$ cat src/rtl/mul_operand_fifo_param_if.sv
// Operand FIFO bus: push/pop requests in, parallel head taps and status out.
// Error-flag signals exist only when MUL_FIFO_ERR_FLAGS_EN is defined.
interface mul_operand_fifo_param_if #(
  parameter int WIDTH = 32,
  parameter int DEPTH = 8,
  parameter int TAPS  = 3
);
  localparam int CW = $clog2(DEPTH) + 1;

  logic                  wr_en;
  logic [WIDTH-1:0]      a_in;
  logic [WIDTH-1:0]      b_in;
  logic                  rd_en;
  logic [TAPS*WIDTH-1:0] stage_a;
  logic [TAPS*WIDTH-1:0] stage_b;
  logic [TAPS-1:0]       tap_valid;
  logic                  full;
  logic                  empty;
  logic [CW-1:0]         count;
`ifdef MUL_FIFO_ERR_FLAGS_EN
  logic                  overflow;
  logic                  underflow;
`endif

  modport master (
    output wr_en, a_in, b_in, rd_en,
`ifdef MUL_FIFO_ERR_FLAGS_EN
    input  overflow, underflow,
`endif
    input  stage_a, stage_b, tap_valid, full, empty, count
  );

  modport slave (
    input  wr_en, a_in, b_in, rd_en,
`ifdef MUL_FIFO_ERR_FLAGS_EN
    output overflow, underflow,
`endif
    output stage_a, stage_b, tap_valid, full, empty, count
  );
endinterface

$ cat src/rtl/mul_operand_fifo_param.sv
// Circular a/b operand FIFO exposing its TAPS head entries in parallel; taps update one edge after push/pop.
// Dropped pushes (full) and ignored pops (empty) are silent; MUL_FIFO_ERR_FLAGS_EN adds sticky overflow/underflow.
module mul_operand_fifo_param #(
  parameter int WIDTH = 32,
  parameter int DEPTH = 8,
  parameter int TAPS  = 3
) (
  input logic clk,
  input logic clear,
  mul_operand_fifo_param_if.slave bus
);
  localparam int AW = $clog2(DEPTH);
  localparam int CW = AW + 1;

  logic [WIDTH-1:0] mem_a_q [DEPTH];
  logic [WIDTH-1:0] mem_b_q [DEPTH];
  logic [AW-1:0]    wr_ptr_q, wr_ptr_d;
  logic [AW-1:0]    rd_ptr_q, rd_ptr_d;
  logic [CW-1:0]    count_q, count_d;
  logic             pop_acc, push_acc;

  logic [TAPS*WIDTH-1:0] stage_a_c, stage_b_c;
  logic [TAPS-1:0]       tap_valid_c;

  // A full FIFO still takes a push when the head retires in the same cycle.
  assign pop_acc  = bus.rd_en && (count_q != '0);
  assign push_acc = bus.wr_en && ((count_q != CW'(DEPTH)) || pop_acc);

  always_comb begin
    wr_ptr_d = wr_ptr_q;
    rd_ptr_d = rd_ptr_q;
    count_d  = count_q;
    if (push_acc) wr_ptr_d = wr_ptr_q + AW'(1);
    if (pop_acc)  rd_ptr_d = rd_ptr_q + AW'(1);
    if (push_acc && !pop_acc)      count_d = count_q + CW'(1);
    else if (pop_acc && !push_acc) count_d = count_q - CW'(1);
  end

  always_ff @(posedge clk or posedge clear) begin
    if (clear) begin
      wr_ptr_q <= '0;
      rd_ptr_q <= '0;
      count_q  <= '0;
    end else begin
      wr_ptr_q <= wr_ptr_d;
      rd_ptr_q <= rd_ptr_d;
      count_q  <= count_d;
    end
  end

  // Storage is never reset; stale entries stay hidden behind tap_valid.
  always_ff @(posedge clk) begin
    if (push_acc && !clear) begin
      mem_a_q[wr_ptr_q] <= bus.a_in;
      mem_b_q[wr_ptr_q] <= bus.b_in;
    end
  end

  always_comb begin
    stage_a_c   = '0;
    stage_b_c   = '0;
    tap_valid_c = '0;
    for (int k = 0; k < TAPS; k++) begin
      tap_valid_c[k] = (count_q > CW'(k));
      if (tap_valid_c[k]) begin
        stage_a_c[k*WIDTH +: WIDTH] = mem_a_q[rd_ptr_q + AW'(k)];
        stage_b_c[k*WIDTH +: WIDTH] = mem_b_q[rd_ptr_q + AW'(k)];
      end
    end
  end

  assign bus.stage_a   = stage_a_c;
  assign bus.stage_b   = stage_b_c;
  assign bus.tap_valid = tap_valid_c;
  assign bus.full      = (count_q == CW'(DEPTH));
  assign bus.empty     = (count_q == '0);
  assign bus.count     = count_q;

`ifdef MUL_FIFO_ERR_FLAGS_EN
  logic overflow_q, underflow_q;

  always_ff @(posedge clk or posedge clear) begin
    if (clear) begin
      overflow_q  <= 1'b0;
      underflow_q <= 1'b0;
    end else begin
      if (bus.wr_en && !push_acc)          overflow_q  <= 1'b1;
      if (bus.rd_en && (count_q == '0))    underflow_q <= 1'b1;
    end
  end

  assign bus.overflow  = overflow_q;
  assign bus.underflow = underflow_q;
`endif
endmodule

$ cat src/flat_wrapper.sv
// flat-port wrapper written by rule: the top's interface ports become plain ports
module mul_operand_fifo_param_flat 
#(
  parameter int WIDTH = 32,
  parameter int DEPTH = 8,
  parameter int TAPS  = 3
)
  (clk, clear, bus_wr_en, bus_a_in, bus_b_in, bus_rd_en, bus_stage_a, bus_stage_b, bus_tap_valid, bus_full, bus_empty, bus_count);
  mul_operand_fifo_param_if #(.WIDTH(WIDTH), .DEPTH(DEPTH), .TAPS(TAPS)) bus_i ();
  input logic clk;
  input logic clear;
  input wire logic [$bits(bus_i.wr_en)-1:0] bus_wr_en;
  input wire logic [$bits(bus_i.a_in)-1:0] bus_a_in;
  input wire logic [$bits(bus_i.b_in)-1:0] bus_b_in;
  input wire logic [$bits(bus_i.rd_en)-1:0] bus_rd_en;
  output wire logic [$bits(bus_i.stage_a)-1:0] bus_stage_a;
  output wire logic [$bits(bus_i.stage_b)-1:0] bus_stage_b;
  output wire logic [$bits(bus_i.tap_valid)-1:0] bus_tap_valid;
  output wire logic [$bits(bus_i.full)-1:0] bus_full;
  output wire logic [$bits(bus_i.empty)-1:0] bus_empty;
  output wire logic [$bits(bus_i.count)-1:0] bus_count;
  assign bus_i.wr_en = bus_wr_en;
  assign bus_i.a_in = bus_a_in;
  assign bus_i.b_in = bus_b_in;
  assign bus_i.rd_en = bus_rd_en;
  assign bus_stage_a = bus_i.stage_a;
  assign bus_stage_b = bus_i.stage_b;
  assign bus_tap_valid = bus_i.tap_valid;
  assign bus_full = bus_i.full;
  assign bus_empty = bus_i.empty;
  assign bus_count = bus_i.count;
  mul_operand_fifo_param #(.WIDTH(WIDTH), .DEPTH(DEPTH), .TAPS(TAPS)) u_core (.clk(clk), .clear(clear), .bus(bus_i));
endmodule
$ cat config.mk
export PLATFORM = sky130hd
export DESIGN_NAME = mul_operand_fifo_param_flat
export DESIGN_NICKNAME = d
export VERILOG_FILES = /design/src/rtl/mul_operand_fifo_param_if.sv /design/src/rtl/mul_operand_fifo_param.sv /design/src/flat_wrapper.sv
export SDC_FILE = /design/constraint.sdc
export NUM_CORES = 1
export LEC_CHECK = 0
export ABC_AREA = 1
export BUFFER_PORTS_ARGS = -buffer_cell sky130_fd_sc_hd__buf_2
export CAP_MARGIN = 20
export CELL_PAD_IN_SITES_DETAIL_PLACEMENT = 2
export CELL_PAD_IN_SITES_GLOBAL_PLACEMENT = 2
export CORE_MARGIN = 2
export CORE_UTILIZATION = 25
export DETAILED_ROUTE_END_ITERATION = 10
export GPL_ROUTABILITY_DRIVEN = 0
export PLACE_DENSITY = 0.65
export SYNTH_ARGS = -nofsm -noshare
export SYNTH_HDL_FRONTEND = slang
export SYNTH_SLANG_ARGS = --single-unit
$ cat constraint.sdc
create_clock -name clk -period 7.7 [get_ports clk]
set_input_delay 0.385 -clock clk [delete_from_list [all_inputs] [get_ports clk]]
set_output_delay 0.385 -clock clk [all_outputs]
set_load 0.01 [all_outputs]
# --- After elaboration in Yosys (flattened, before gate mapping) ---
# Memories as Yosys holds them, arrays and structs flattened.
# Index checks and enable logic that the tools add are counted.
word_totals:
  register_bits: 10
  ramBits: 512
  inputBits: 68
  output_inout_bits: 201
  elab_cells: 37
  memories: 2
classes:
  n_addsub: 5
  n_lt_le_gt_ge: 3
  eq_ne: 2
  muxes: 10
  reduce_logical: 12
mem_list:
  columns: ["memory", "words", "word_bits", "read_ports", "rd_clocked_by_memory_dff", "write_ports", "line_no", "source"]
  rows:
  - ["u_core.mem_a_q", 8, 32, 3, 0, 1, "mul_operand_fifo_param.sv:15", "logic [WIDTH-1:0] mem_a_q [DEPTH];"]
  - ["u_core.mem_b_q", 8, 32, 3, 0, 1, "mul_operand_fifo_param.sv:16", "logic [WIDTH-1:0] mem_b_q [DEPTH];"]
ops:
  columns: ["op", "count"]
  rows:
  - ["$mux W32", 6]
  - ["$gt A4 B1 Y1 const B", 2]
  - ["$mux W4", 2]
  - ["$add A3 B1 Y3 const B", 2]
  - ["$logic_and A1 B1 Y1", 5]
  - ["$add A4 B1 Y4 const B", 1]
  - ["$eq A4 B4 Y1 const B", 1]
  - ["$gt A4 B2 Y1 const B", 1]
  - ["$logic_not A4 Y1", 1]
  - ["$ne A4 B4 Y1 const B", 1]
  - ["$reduce_bool A4 Y1", 1]
  - ["$sub A4 B1 Y4 const B", 1]
  - ["$add A3 B2 Y3 const B", 1]
  - ["$logic_not A1 Y1", 3]
  - ["$mux W1", 2]
  - ["$reduce_bool A2 Y1", 1]
  - ["$logic_or A1 B1 Y1", 1]

# --- Depth between registers and ports, before layout ---
# Gate-level depths: netlist of run 1.
depth:
  depth_word: 8
  mapped_depth: 14
  depth_no_buf: 14

# --- Worst setup path before layout of run 1 ---
# Ideal clock, no wire load.
synth_path:
  path_kind: "register to register"
  startpoint: "reg u_core.count_q[0], in the netlist u_core.bus.count[0]"
  endpoint: "mem u_core.mem_a_q[0][0] (enable)"
  setup_time_ps: 486
  arrival_time_ps: 3997
  required_ps: 7214
  path_slack_ps: 3217
  path_stages_with_launch: 10
  n_path_buf: 0
  synth_period_minus_slack_ps: 4483
  cell_sequence: "dfrtp_1 > inv_1 > ha_1 > nand2_1 > nor2_1 > nand2_1 > nand2_1 > inv_1 > nand2_1 > nor2_1"
synth_between:
  elab_chain_len: 7
  elab_cells_between_ends: 8
  classes_between: "1 x eq/ne; 2 x mux; 5 x reduce/logical"
synth_rtl:
  columns: ["element", "line_no", "source"]
  rows:
  - ["start, declared", "mul_operand_fifo_param.sv:19", "logic [CW-1:0] count_q, count_d;"]
  - ["start signal, assigned", "mul_operand_fifo_param.sv:47", "count_q <= count_d;"]
  - ["$reduce_bool A4 Y1", "mul_operand_fifo_param.sv:26", "assign pop_acc = bus.rd_en && (count_q != '0);"]
  - ["$logic_and A1 B1 Y1", "mul_operand_fifo_param.sv:26", null]
  - ["$logic_or A1 B1 Y1 *", "mul_operand_fifo_param.sv:27", "assign push_acc = bus.wr_en && ((count_q != CW'(DEPTH)) || pop_acc);"]
  - ["$logic_and A1 B1 Y1 *", "mul_operand_fifo_param.sv:27", null]
  - ["$logic_and A1 B1 Y1 *", "mul_operand_fifo_param.sv:53", "if (push_acc && !clear) begin"]
  - ["$mux W1 *", "mul_operand_fifo_param.sv:53", null]
  - ["$mux W1 (not written as such) *", "mul_operand_fifo_param.sv:54", "mem_a_q[wr_ptr_q] <= bus.a_in;"]
  - ["end, declared", "mul_operand_fifo_param.sv:15", null]
# Mark *: on every way between the ends. The rest lies on a longest branch, timed or not.

# --- Worst setup path after layout of run 1 ---
layout_path:
  startpoint: "reg u_core.rd_ptr_q[0]"
  endpoint: "out bus_stage_a[94]"
layout_between:
  elab_chain_len: 3
layout_rtl:
  columns: ["element", "line_no", "source"]
  rows:
  - ["start, declared", "mul_operand_fifo_param.sv:18", "logic [AW-1:0] rd_ptr_q, rd_ptr_d;"]
  - ["start signal, assigned", "mul_operand_fifo_param.sv:46", "rd_ptr_q <= rd_ptr_d;"]
  - ["$add A3 B2 Y3", "mul_operand_fifo_param.sv:66", "stage_a_c[k*WIDTH +: WIDTH] = mem_a_q[rd_ptr_q + AW'(k)];"]
  - ["$mem_v2 Z8 W32", null, null]
  - ["$mux W32", "mul_operand_fifo_param.sv:65", "if (tap_valid_c[k]) begin"]
  - ["end, declared", "flat_wrapper.sv:16", "output wire logic [$bits(bus_i.stage_a)-1:0] bus_stage_a;"]
# No other way between the ends.

==> results of run 1 <==
state kept, by name, indices dropped and copies added (netlist names):
register	flops
u_core.mem_a_q	256
u_core.mem_b_q	256
u_core.rd_ptr_q	3
u_core.wr_ptr_q	3
u_core.bus.count	4
logic make-up (layout without fill, tap and decap cells):
kind of cell | Yosys count | after routing | synth area share, %
AO/OA/AOI/OAI | 90 | 90 | 1.49
XOR/XNOR | 8 | 8 | 0.319
adder cells (fa/ha/maj) | 8 | 8 | 0.331
buffers and inverters | 638 | 856 | 9.62
flip-flops | 522 | 522 | 51.7
other | 0 | 3 | 0
AND/OR/NAND/NOR | 2748 | 2748 | 36.5
cell type report:
cell class	instances	area, µm²	share of cell area, %
diodes	3	7.51	0.0215
clock buffers	93	1920	5.50
clock inverters	33	210	0.601
inverters	407	1560	4.45
multi-input cells	2854	11800	33.7
flip-flops and latches	522	15600	44.7
well taps	1612	2020	5.77
repair buffers	323	1840	5.26
power by group:
group	leakage [nW]	internal [mW]	switching (mW)
Sequential	4.74	3.36	0.175
Clock	1.04	1.82	1.31
Combinational	10.8	2.86	7.12
Total	16.6	8.04	8.61
per-stage QoR:
stage / hold WS [ns] / utilization, %
floorplan: 0.241 / -
global placement: 0.446 / 27.3
detailed placement: 0.475 / 27.3
CTS: 0.00411 / 29.2
global route: 0.0312 / 29.2
finish: 0.0459 / 29.2
worst max path at each step:
stage / start / to / cells past startpoint / slack, ns
2_1_floorplan: u_core.bus.count[0]$_DFFE_PP0P_ / u_core.mem_a_q[0][0]$_DFFE_PP_ / 9 / 3.22
3_3_place_gp: u_core.rd_ptr_q[0]$_DFFE_PP0P_ / bus_stage_a[58] / 8 / 3.46
3_5_place_dp: u_core.rd_ptr_q[0]$_DFFE_PP0P_ / bus_stage_a[58] / 8 / 3.48
4_1_cts: u_core.rd_ptr_q[0]$_DFFE_PP0P_ / bus_stage_a[58] / 8 / 2.78
5_1_grt: u_core.rd_ptr_q[0]$_DFFE_PP0P_ / bus_stage_a[78] / 9 / 2.55
6_report: u_core.rd_ptr_q[0]$_DFFE_PP0P_ / bus_stage_a[94] / 8 / 2.88
per-layer routing:
metal,GRT usage (%),up-vias
li1,-,12900
met1,25.7,13400
met2,33.5,357
met3,2.39,120
met4,4.72,6
met5,0,-
Yosys cell counts:
cell	count	share of area, %
xor2_1	4	0.12
inv_4	1	0.021
buf_6	33	1.2
buf_2	148	2.5
inv_2	1	0.012
buf_1	3	0.037
nand2_1	1805	22
inv_1	405	5.0
edfxtp_1	512	51
xor2_4	1	0.091
xnor2_1	2	0.058
o21ai_0	89	1.5
clkbuf_1	27	0.34
dfrtp_1	10	0.83
xnor2_2	1	0.054
o21ai_1	1	0.017
nand4_1	2	0.041
nor2_1	527	6.5
nand3_2	38	1.3
buf_4	20	0.50
ha_1	8	0.33
nand3_1	376	6.2
==> run summary, run 1 <==
DRC violation count after routing = 0
P_leak = 16.6 nW
DP Area = 32,700 µm²
# hold bufs at CTS = 14
Metal3 WL = 3790 µm
Setup ws final = 2.88 ns
CP cell instances = buf_4 -> buf_12 -> o21ai_0 -> nand2_1 -> nand2_1 -> nor2_1 -> nor2_1 -> buf_2
R2R Path End = u_core.mem_b_q[0][4]$_DFFE_PP_
CP required = 7.32 ns
Max VDD drop = 0.278 mV
Fin area = 35,000 µm²
Hold path cells = 1
Clock root buffer = clkbuf_16
Num CTS Buffers = 70
Sequential share of the synthesized area = 51.7%
HPWL reported at the end of detailed placement = 70,300 µm
Fill cell count = 14,100
Final Skew = 0.0220 ns
Metal2 WL = 58,000 µm
Total power = 16.6 mW
CP arrival = 4.44 ns
Clock Sinks = 522
Syn Area/Cell = 7.52 µm²
Area delta synth->final = 15.8%
First-pass GRT wire length = 180,000 µm
Setup_tns = 0 ns
Setup violations, final = 0
YS warnings = 0
Largest net degree at the start of global routing = 221
Status = finished, final reports clean
Via count = 26,800
WP buf/inv = 3
Dpl ws = 3.48 ns
Critical R2R Launch = u_core.bus.count[0]$_DFFE_PP0P_
Syn_nets = 4,090
Die X = 352 µm
Rows = 127
Total track usage = 19.4%
Drt wl/cell = 20.6 µm
Commonest non-fill, non-tap cell in the layout = nand2_1
Power per cell area = 476 nW/µm²
CP Max Fanout = 205
Worst R2R Path Depth = 11
Crit path max-delay family = buffers and inverters
Cell count after synthesis = 4,014
Initial antenna violation count = 4
Core ar. = 120,000 µm²
Post-route ant nets = 0
Tmin final = 4.82 ns
IO Pins = 269
Commonest non-fill, non-tap cells in the layout = nand2_1, nor2_1, edfxtp_1, inv_1, nand3_1
DRT Wirelength = 120,000 µm
Clock latency on the worst-skew pair = 0.64 ns
Iter 0 DRT Violations = 1,358
Max clock buf depth = 3
Max-Cap Viols = 0
# resized after CTS = 0
First drt pass iteration count = 4
Placed Cells = 5,703
Endpoint, Worst Hold = u_core.mem_b_q[3][22]$_DFFE_PP_
Startpoint Class = flop
TritonCTS clock tree = done
Relative slew slack = 21.7%
Fraction of layout cells with a size suffix above 1 = 10.8%
DR vias/cell = 4.58
Nets = 4,254
Setup crit end kind = output port
Final Slew Violations = 0
Vias in the first global route = 28,700
IO buf count = 268
Clock transition at path regs = 0.06 ns
Critical path class = flop to output port
Crit path largest cell delay = 0.94 ns
Netlist Area Pre-Place = 30,200 µm²
FMAX = 0.207 GHz
Reg2Reg Setup Slack = 3.92 ns
Post-Route M1 WL = 56,100 µm
Post-Layout Cell Count = 5,847
Initial Utilization = 25.2%
Die height = 352 µm
Min-Delay Startpoint = bus_b_in[22]
Post-CTS Setup Inserts = 0
HP Class = primary input to flop
Total gr overflow = 0
Top layer in use = met5
H-Tree Depth = 3
Post-route clock period utilization = 62.6%
Distinct cells, synth = 22
Actual slew at the worst max-slew pin = 1.17 ns
RSZ-0062 raised after global routing = no
CP max stage cell = dfrtp_4
Die Area = 124,000 µm²
Yosys reg bits = 522
Final hold viol count = 0
Note: power is estimated with default switching activity, not from simulation.
==> run 2, diff against run 1 <==
--- a/config.mk
+++ b/config.mk
@@ -14,7 +14,7 @@
 export CORE_UTILIZATION = 25
 export DETAILED_ROUTE_END_ITERATION = 10
 export GPL_ROUTABILITY_DRIVEN = 0
-export PLACE_DENSITY = 0.65
+export PLACE_DENSITY = 0.68
 export SYNTH_ARGS = -nofsm -noshare
 export SYNTH_HDL_FRONTEND = slang
 export SYNTH_SLANG_ARGS = --single-unit
==> constraint.sdc (replaced) <==
create_clock -name clk -period 4.4 [get_ports clk]
set_input_delay 0.22 -clock clk [delete_from_list [all_inputs] [get_ports clk]]
set_output_delay 0.22 -clock clk [all_outputs]
set_load 0.01 [all_outputs]
==> run summary, run 2 (synthesized netlist as in run 1, its figures left out) <==
Drt wl/cell = 20.6 µm (about the same)
Crit path depth = 9 (was 8)
Via count = 27,400 (was 26,800)
HP Class = primary input to flop (unchanged)
Setup ws final = 0.734 ns (was 2.88 ns)
Setup_tns = 0 ns (unchanged)
First drt pass iteration count = 5 (was 4)
Power per cell area = 827 nW/µm² (was 476 nW/µm²)
IO Pins = 269 (unchanged)
DRC violation count after routing = 0 (unchanged)
CP startpoint = u_core.rd_ptr_q[0]$_DFFE_PP0P_ (unchanged)
Die Area = 124,000 µm² (unchanged)
Multi-input logic area = 11,800 µm² (unchanged)
Sequential Area = 15,600 µm² (unchanged)
Max clock buf depth = 3 (unchanged)
Nets = 4,333 (was 4,254)
Die height = 352 µm (unchanged)
WHS = 0.0848 ns (was 0.0459 ns)
First-pass GRT wire length = 182,000 µm (was 180,000 µm)
Area delta synth->final = 19.0% (was 15.8%)
Relative slew slack = 19.1% (was 21.7%)
Die X = 352 µm (unchanged)
Setup violations, final = 0 (unchanged)
DR vias/cell = 4.62 (was 4.58)
DRT Wirelength = 122,000 µm (was 120,000 µm)
Clock root buffer = clkbuf_16 (unchanged)
Critical R2R Launch = u_core.bus.count[0]$_DFFE_PP0P_ (unchanged)
R2R Path End = u_core.mem_a_q[0][22]$_DFFE_PP_ (was u_core.mem_b_q[0][4]$_DFFE_PP_)
Commonest non-fill, non-tap cell in the layout = nand2_1 (unchanged)
Actual slew at the worst max-slew pin = 1.21 ns (was 1.17 ns)
Clock Sinks = 522 (unchanged)
Worst setup path end = bus_stage_b[80] (was bus_stage_a[94])
DP Area = 33,200 µm² (was 32,700 µm²)
HPWL reported at the end of detailed placement = 76,800 µm (was 70,300 µm)
Fin area = 35,900 µm² (was 35,000 µm²)
Status = finished, final reports clean (unchanged)
H-Tree Depth = 3 (unchanged)
P_leak = 17.0 nW (was 16.6 nW)
Critical path class = flop to output port (unchanged)
Most used cell, CP = nand2_1
Total track usage = 19.6% (was 19.4%)
Iter 0 DRT Violations = 1,463 (was 1,358)
Post-route clock period utilization = 83.3%
CP Max Fanout = 153 (was 205)
Core ar. = 120,000 µm² (unchanged)
CP arrival = 3.45 ns (was 4.44 ns)
Crit path largest cell delay = 0.69 ns (was 0.94 ns)
# resized after CTS = 0 (unchanged)
Clock transition at path regs = 0.06 ns (about the same)
Post-route ant nets = 0 (unchanged)
Final Skew = 0.0165 ns (was 0.0220 ns)
Final hold viol count = 0 (unchanged)
Commonest non-fill, non-tap cells in the layout = nand2_1, nor2_1, edfxtp_1, inv_1, nand3_1 (unchanged)
Reg2Reg Setup Slack = 1.28 ns (was 3.92 ns)
Fraction of layout cells with a size suffix above 1 = 11.3% (was 10.8%)
Initial Utilization = 25.2% (unchanged)
WP buf/inv = 3 (unchanged)
Tmin final = 3.67 ns
Initial antenna violation count = 6 (was 4)
RSZ-0062 raised after global routing = no (unchanged)
Dpl ws = 1.21 ns (was 3.48 ns)
Fill cell count = 14,100 (about the same)
Final Slew Violations = 0 (unchanged)
Startpoint Class = flop (unchanged)
Num CTS Buffers = 70 (unchanged)
Max VDD drop = 0.571 mV (was 0.278 mV)
CP cell instances = buf_12 -> buf_4 -> nand2_1 -> o21ai_0 -> nand2_1 -> nand2_1 -> nor2_1 -> nor2_1 -> buf_2 (was buf_4 -> buf_12 -> o21ai_0 -> nand2_1 -> nand2_1 -> nor2_1 -> nor2_1 -> buf_2)
IO buf count = 268 (unchanged)
Total gr overflow = 0 (unchanged)
Largest net degree at the start of global routing = 214 (was 221)
CP required = 4.18 ns (was 7.32 ns)
Crit path max-delay family = buffers and inverters (unchanged)
Setup crit end kind = output port (unchanged)
FMAX = 0.273 GHz
Clock latency on the worst-skew pair = 0.62 ns (was 0.64 ns)
TritonCTS clock tree = done (unchanged)
CP max stage cell = dfrtp_4 (unchanged)
Vias in the first global route = 29,300 (was 28,700)
Worst R2R Path Depth = 10 (was 11)
Rows = 127 (unchanged)
Max-Cap Viols = 0 (unchanged)
## run 2: cell types whose count changed in the layout (fill, tap and decap cells not counted), sizes merged
cell,delta
clkbuf,-6
buf,+27
dlygate4sd3,+52
clkinv,+4
inv,-2
diode,-2
## run 2: how the worst min path moves through the flow
stage | end | startpoint | slack [ns] | cells after the start
floorplan | u_core.bus.count[0]$_DFFE_PP0P_ | clear | 0.08 | 1
global placement | u_core.wr_ptr_q[0]$_DFFE_PP0P_ | clear | 0.29 | 2
detailed placement | u_core.bus.count[3]$_DFFE_PP0P_ | clear | 0.29 | 2
CTS | u_core.rd_ptr_q[2]$_DFFE_PP0P_ | bus_rd_en | 0.05 | 3
global route | u_core.rd_ptr_q[2]$_DFFE_PP0P_ | bus_rd_en | 0.12 | 3
finish | u_core.rd_ptr_q[2]$_DFFE_PP0P_ | bus_rd_en | 0.08 | 3
## run 2: worst reg2reg max path, cell delays in order (launching register included)
cell	delay [ns]
dfrtp_1	0.47
inv_1	0.13
ha_1	0.25
nand2_1	0.08
nor2_1	0.05
nand2_1	0.08
nand2_1	0.13
inv_1	0.13
nand2_1	0.24
nor2_4	0.90
buf_12	0.31
## run 2: routing by layer
layer	global-route usage (%)	vias to the layer above	routed length, µm
met5	0	-	49
met1	25.8	13800	56400
met4	4.36	8	2100
met2	34.1	417	59300
li1	-	13000	-
met3	2.41	128	3920
## run 2: what timing repair did
action	4_1_cts	5_1_grt
hold buffers	66	0
endpoints found under the hold margin	524	0
buffers inserted	0	0
## run 2: where the power goes
group	internal, mW	switching, mW	total [mW]
Clock	3.17	2.30	5.47
Combinational	5.33	12.8	18.1
Sequential	5.88	0.251	6.13
## run 2: through the flow
stage          util (%)  total power, mW  instances
2_1_floorplan         -             17.2       4014
3_3_place_gp       27.7             24.4       5731
3_5_place_dp       27.7             24.7       5731
4_1_cts            30.0             30.4       5919
5_1_grt            30.0             32.3       5919
6_report           30.0             29.7       5920
## run 2: layout make-up
type	instances	area share, %
Inverter	407	4.32
Timing Repair Buffer	402	7.86
Tap cell	1612	5.61
Sequential cell	522	43.5
Clock buffer	87	5.29
Clock inverter	35	0.630
Antenna cell	1	0.00696
Multi-Input combinational cell	2854	32.8
